===== config.mk =====
export PLATFORM = sky130hd
export DESIGN_NAME = dmem_access_unit
export DESIGN_NICKNAME = d
export VERILOG_FILES = /design/src/rtl/dmem_access_unit.sv
export SDC_FILE = /design/constraint.sdc
export NUM_CORES = 1
export LEC_CHECK = 0
export CORE_AREA = 2 2 115 117
export DETAILED_ROUTE_END_ITERATION = 10
export DIE_AREA = 0 0 117 119
export GPL_ROUTABILITY_DRIVEN = 0
export GPL_TIMING_DRIVEN = 0
export MAX_ROUTING_LAYER = met4
export PLACE_DENSITY = 0.76
export SYNTH_ARGS = -nofsm -noshare
export SYNTH_HDL_FRONTEND = slang
export SYNTH_SLANG_ARGS = --single-unit

===== constraint.sdc =====
create_clock -name clk -period 3.7 [get_ports clk]
set_clock_uncertainty 0.05 [all_clocks]
set_input_delay 0.925 -clock clk [delete_from_list [all_inputs] [get_ports clk]]
set_output_delay 0.925 -clock clk [all_outputs]
set_load 0.01 [all_outputs]

===== src/rtl/dmem_access_unit.sv =====
// Memory-stage controller: issues one data-memory request at a time over a
// valid/ready handshake, returns zero-extended load data and stalls upstream.
module dmem_access_unit #(
  parameter int ADDR_WIDTH = 32
) (
  input  logic                  clk,
  input  logic                  reset,
  input  logic                  valid_i,
  input  logic                  is_mem_op_i,
  input  logic                  is_load_op_i,
  input  logic                  is_store_op_i,
  input  logic                  is_byte_op_i,
  input  logic [ADDR_WIDTH-1:0] addr_i,
  input  logic [31:0]           store_data_i,
  output logic                  dmem_req_valid_o,
  input  logic                  dmem_req_ready_i,
  output logic                  dmem_we_o,
  output logic [3:0]            dmem_mask_o,
  output logic [ADDR_WIDTH-1:0] dmem_addr_o,
  output logic [31:0]           dmem_wdata_o,
  input  logic                  dmem_resp_valid_i,
  input  logic [31:0]           dmem_rdata_i,
  output logic                  stall_o,
  output logic                  load_data_valid_o,
  output logic [31:0]           load_data_o,
  output logic                  misaligned_o
);

  typedef enum logic [1:0] {IDLE, REQ, WAIT, DONE} state_t;

  state_t      state, state_next;
  logic        accept;
  logic        misaligned_in;
  logic [3:0]  byte_mask_in;
  logic        load_q;
  logic        byte_q;
  logic        misaligned_q;
  logic [1:0]  lane_q;
  logic [31:0] load_fmt;

  assign accept        = (state == IDLE) && valid_i && is_mem_op_i;
  assign misaligned_in = !is_byte_op_i && (addr_i[1:0] != 2'b00);
  assign byte_mask_in  = 4'b0001 << addr_i[1:0];

  // Request fields are formatted once at accept so they stay stable in REQ.
  always_ff @(posedge clk or posedge reset) begin
    if (reset) begin
      state        <= IDLE;
      dmem_we_o    <= 1'b0;
      dmem_mask_o  <= 4'b0000;
      dmem_addr_o  <= '0;
      dmem_wdata_o <= 32'h0;
      load_data_o  <= 32'h0;
      load_q       <= 1'b0;
      byte_q       <= 1'b0;
      misaligned_q <= 1'b0;
      lane_q       <= 2'b00;
    end else begin
      state <= state_next;
      if (accept) begin
        load_q       <= is_load_op_i && !is_store_op_i;
        dmem_we_o    <= !(is_load_op_i && !is_store_op_i);
        byte_q       <= is_byte_op_i;
        misaligned_q <= misaligned_in;
        lane_q       <= addr_i[1:0];
        dmem_addr_o  <= {addr_i[ADDR_WIDTH-1:2], 2'b00};
        dmem_mask_o  <= is_byte_op_i ? byte_mask_in : 4'b1111;
        dmem_wdata_o <= is_byte_op_i ? {4{store_data_i[7:0]}} : store_data_i;
      end
      if ((state == WAIT) && dmem_resp_valid_i) begin
        load_data_o <= load_fmt;
      end
    end
  end

  always_comb begin
    load_fmt = dmem_rdata_i;
    if (byte_q) begin
      load_fmt = {24'h0, dmem_rdata_i[{lane_q, 3'b000} +: 8]};
    end
  end

  always_comb begin
    state_next        = state;
    dmem_req_valid_o  = 1'b0;
    load_data_valid_o = 1'b0;
    misaligned_o      = 1'b0;
    stall_o           = accept;
    case (state)
      IDLE: begin
        if (accept) begin
          state_next = misaligned_in ? DONE : REQ;
        end
      end
      REQ: begin
        dmem_req_valid_o = 1'b1;
        stall_o          = 1'b1;
        if (dmem_req_ready_i) begin
          state_next = load_q ? WAIT : DONE;
        end
      end
      WAIT: begin
        stall_o = 1'b1;
        if (dmem_resp_valid_i) begin
          state_next = DONE;
        end
      end
      DONE: begin
        // The slot still holds the retiring instruction, so valid_i is ignored.
        load_data_valid_o = load_q && !misaligned_q;
        misaligned_o      = misaligned_q;
        state_next        = IDLE;
      end
      default: state_next = IDLE;
    endcase
  end

endmodule


* Word level (Yosys, flattened, before mapping) *
Index checks and enable logic that the tools add are counted.

storage, ports and cells
  register bits after elaboration = 106
  latch bits = 0
  RAM bits = 0
  ROM bits = 0
  input bits = 105
  output and inout port bits = 105
  word-level logic and storage cells = 45
  memories kept = 0

operators by class
  add/subtract/negate cells = 0
  multiply operators = 0
  divide/modulo/power cells = 0
  $lt $le $gt $ge = 0
  equal/unequal tests = 6
  shifts and indexed selects = 2
  mux-type cells = 13
  bitwise logic cells = 0
  reduce and logical (&&, ||, !) cells = 14

operators with widths
  kind                                                               number
  32-bit two-way mux                                                 2
  32-bit by 6-bit indexed part select with 8-bit output              1
  2-bit two-way mux                                                  4
  2-bit one-hot mux with 4 select lines                              1
  1-bit logical AND                                                  6
  2-bit inequality test, second input constant                       3
  1-bit two-way mux                                                  5
  2-bit == test, second input constant                               2
  1-bit logical NOT                                                  4
  4-bit two-way mux                                                  1
  1-bit by 2-bit << shifter with 4-bit output, first input constant  1
  3-bit AND reduction                                                1
  2-bit by 1-bit == test with 1-bit output, second input constant    1
  2-bit logical NOT                                                  1
  2-bit nonzero test                                                 1
  2-bit OR reduction                                                 1

* Depth between registers and ports, before layout *
  depth in word-level cells = 5
  depth in mapped cells = 7
  gate-level depth less buffers = 5

* Worst setup path before layout *
OpenSTA, ideal clock, no wires.

  path kind = input -> output
  from = input is_mem_op_i
  to = output stall_o
  arrival = 1287 ps
  required time = 2725 ps
  slack = 1438 ps
  stages = 3
  path buffers = 1
  cell sequence = nand3_1 > buf_2 > nand2b_1

on the way
  cells in the longest elaborated chain, start to end = 2

ends and longest elaborated chain
  item               RTL line  source
  start, declared    9         input logic is_mem_op_i,
  1-bit logical AND  41        assign accept = (state == IDLE) && valid_i && is_mem_op_i;
  1-bit two-way mux  89        case (state)
  end, declared      23        output logic stall_o,

No other way between the ends.

* Worst setup path in the final report *
Same ends and word-level chain as after synthesis.

==> run_results.csv <==
group,metric,value,unit
floorplan,pin_count,210,
power_and_ir_drop,power_leakage,3.40,nW
floorplan,die-area,13900,sq um
yosys,dominant_combinational_cell_family_by_area_after_synthesis,"simple AND/OR/NAND/NOR gates",
worst_setup_path,cp.arrival,2.40,ns
cts,clk_pin_slew_worst_paths,0.07,ns
sta,hold_ws,0.421,ns
worst_setup_path,critical_path_peak_fanout,10,
floorplan,design.core.area,12900,sq um
route,drc,0,
yosys,asyncSetResetFlopFracSynth,100,%
power_and_ir_drop,cellPowerDensity,756,nW/um^2
cts,clockRootBuffer,"clkbuf_16",
worst_setup_path,timing.setup.critical_path_class,"in -> out",
route,routed_wirelength,13900,um
yosys,number_of_instances_in_the_synthesized_netlist,482,
sta,timing_max_transition_violations_final,0,
yosys,edff_count_synth,0,
yosys,synth-warning-count,0,
yosys,synth.most_common_cell,"nand2_1",
route,initialDrtViolationCount,286,
job,maxCapViolCount,0,
floorplan,core.rowCount,42,
cts,clock_insertion_delay_worst_skew,0.33,ns
route,route.antenna.remaining_nets,0,
layout,fillerInstances,1120,
yosys,dominantRegCellSynth,"dfrtp_1",
yosys,synth_xor_xnor_area_share,0,%
route,top_layer_used,"met4",
cts,postCtsHoldBufs,0,
yosys,post_synth_main_area_contributors,"dfrtp_1 56%, nand2_1 15%, mux2i_1 7.0%",
route,wl_met1,5970,um
sta,worst_slack,0.321,ns
placed_design,dpl_cell_area,7070,sq um
yosys,post_synthesis_share_of_cell_area_spent_on_and_or_nand_and_nor_gates,21.3,%
floorplan,fp.dieH,119,um
layout,num-nets-final,812,
floorplan,floorplan.die.width,117,um
outcome,status,"completed",
cts,clock_sinks,106,
sta,worstMarginPinSlew,0.800,ns
sta,finalHoldViolations,0,
sta,slew_headroom,46.6,%
yosys,syn_area,4740,sq um
placed_design,place_hpwl,10800,um
global_routing,grt_usage,20.4,%
yosys,synthMuxAreaShare,6.96,%
placed_design,port_buffers,206,
hold_path,hold_class,"reg -> reg",
layout,fin_cells,882,
global_routing,grt_pass1_wl,21600,um
cts,cts_tree,"done",
yosys,post_synth.cell_area_avg,9.84,sq um
yosys,netlist_top_cells_count,"186 x nand2_1, 106 x dfrtp_1, 36 x o21ai_0, 33 x mux2i_1, 20 x nand2b_1",
yosys,yosys.area.top_type_share,55.9,%
sta,final.period_utilization,91.3,%
worst_setup_path,timing.critical_path.to_type,"output pin",
sta,fin_crit,3.38,ns
yosys,seq_area_frac_synth,55.9,%
cts,post_cts.resized_instances,0,
route,met2WireLength,6720,um
global_routing,grt_antenna_before_repair,0,
yosys,synth_compound_area_share,9.55,%
cts,clock_path_buffers,2,
yosys,ys_ff_latch,106,
cts,postCtsSetupRepairBufs,0,
layout,final_core_util,57.2,%
sta,timing.final.setup_violations,0,
route,route.vias.total,4234,
layout,post-route-cell-area,7370,sq um
placed_design,pre_cts_slack,0.305,ns
cts,htree_levels,3,
floorplan,initial_util,36.8,%
layout,diodes,0,
sta,unrepaired_setup_endpoints_after_global_routing,"false",
yosys,share_of_synthesized_cell_area_in_full_adder_half_adder_and_majority_cells,1.32,%
sta,final.setup.tns,0,ns
power_and_ir_drop,p_total,5.57,mW
worst_setup_path,cp.required,2.72,ns
placed_design,post-place-cells,867,
sta,max_clock_freq,296,MHz
layout,post_route_cells_drive_above_1_share,6.66,%
worst_setup_path,critical_path_start_type,"input port",
cts,number_of_buffers_inserted_during_clock_tree_synthesis,9,
layout,area_growth_syn_to_layout,55.3,%
global_routing,first_global_vias,4308,
route,via_per_inst,4.80,
global_routing,overflow,0,
yosys,synth.lib_cells_used.distinct,34,
power_and_ir_drop,ir_worst_vdd,0.000357,V
route,drt-pass1-iter-count,4,
yosys,synth_top_cell_by_area,"dfrtp_1",
route,met3RoutedLength,926,um
global_routing,grt_start_max_net_pins,38,
route,drt-wirelength-per-cell,15.8,um
[worst paths after layout]
path / slack [ns] / from / cells after the start / end
worst min register to register: 0.42 / load_data_o[18] / 2 / load_data_o[18]
min in group asynchronous: 1.03 / reset / 2 / dmem_wdata_o[5]
worst max-delay path: 0.32 / is_mem_op_i / 5 / stall_o
worst max register to register: 1.95 / state[0] / 7 / dmem_wdata_o[8]
max in group asynchronous: 1.94 / reset / 3 / load_data_o[23]
worst min-delay path: 0.42 / load_data_o[18] / 2 / load_data_o[18]
[critical path, stage by stage]
cell and delay, ns:
clkdlybuf4s50_1 0.49, nand3_1 0.12, buf_2 0.21, nand2b_1 0.09, clkdlybuf4s50_1 0.56
[layer usage]
| layer | up-vias | global-route usage (%) |
|---|---|---|
| met5 | - | - |
| met2 | 158 | 33.5 |
| li1 | 2022 | - |
| met1 | 2032 | 25.2 |
| met4 | 0 | 6.10 |
| met3 | 22 | 4.48 |
[state kept, by name (all words and copies together) (netlist names)]
name	count
dmem_wdata_o	32
load_data_o	32
dmem_addr_o	30
dmem_mask_o	4
lane_q	2
state	2
byte_q	1
dmem_we_o	1
load_q	1
misaligned_q	1
[power by group]
| part | internal [mW] | switching [mW] | total, mW |
|---|---|---|---|
| sequential | 1.70 | 0.316 | 2.02 |
| combinational | 1.46 | 1.13 | 2.60 |
| clock | 0.540 | 0.417 | 0.958 |
[cells by family (layout without fill, tap and decap cells)]
group,after synthesis,count (layout)
buffers and inverters,37,260
other,1,2
and+or+nand+nor,233,233
adders and majority gates,5,5
muxes,33,33
DFF,106,106
AOI/OAI and AO/OA,67,67
[placed cells by master (no fill, tap or decap), types with 2 or more instances in the layout]
cell type,n
nor2_1,6
nand2_1,186
o221a_1,8
clkbuf_16,9
conb_1,2
buf_6,2
a2bb2oi_2,2
a2bb2oi_1,7
buf_12,4
dfrtp_1,106
o21a_1,2
clkbuf_1,10
nor2b_1,3
nand3b_1,10
ha_1,5
a31oi_1,3
buf_2,13
mux2i_1,33
o21ai_0,36
inv_1,3
buf_4,7
nand2b_1,20
clkdlybuf4s50_1,206
clkinvlp_4,4
o21ai_1,5
[layout make-up]
cell class              count  area, sq um  share of cell area [%]
clock buffers              11          243                    3.29
multi-input cells         340         1870                    25.3
inverters                   4         18.8                   0.255
repair buffers            208         2100                    28.5
clock inverters             4         52.6                   0.713
flip-flops and latches    106         2650                    36.0
plain buffers              33          214                    2.90
well taps                 176          220                    2.99
Power figures use the tool's default switching activity.
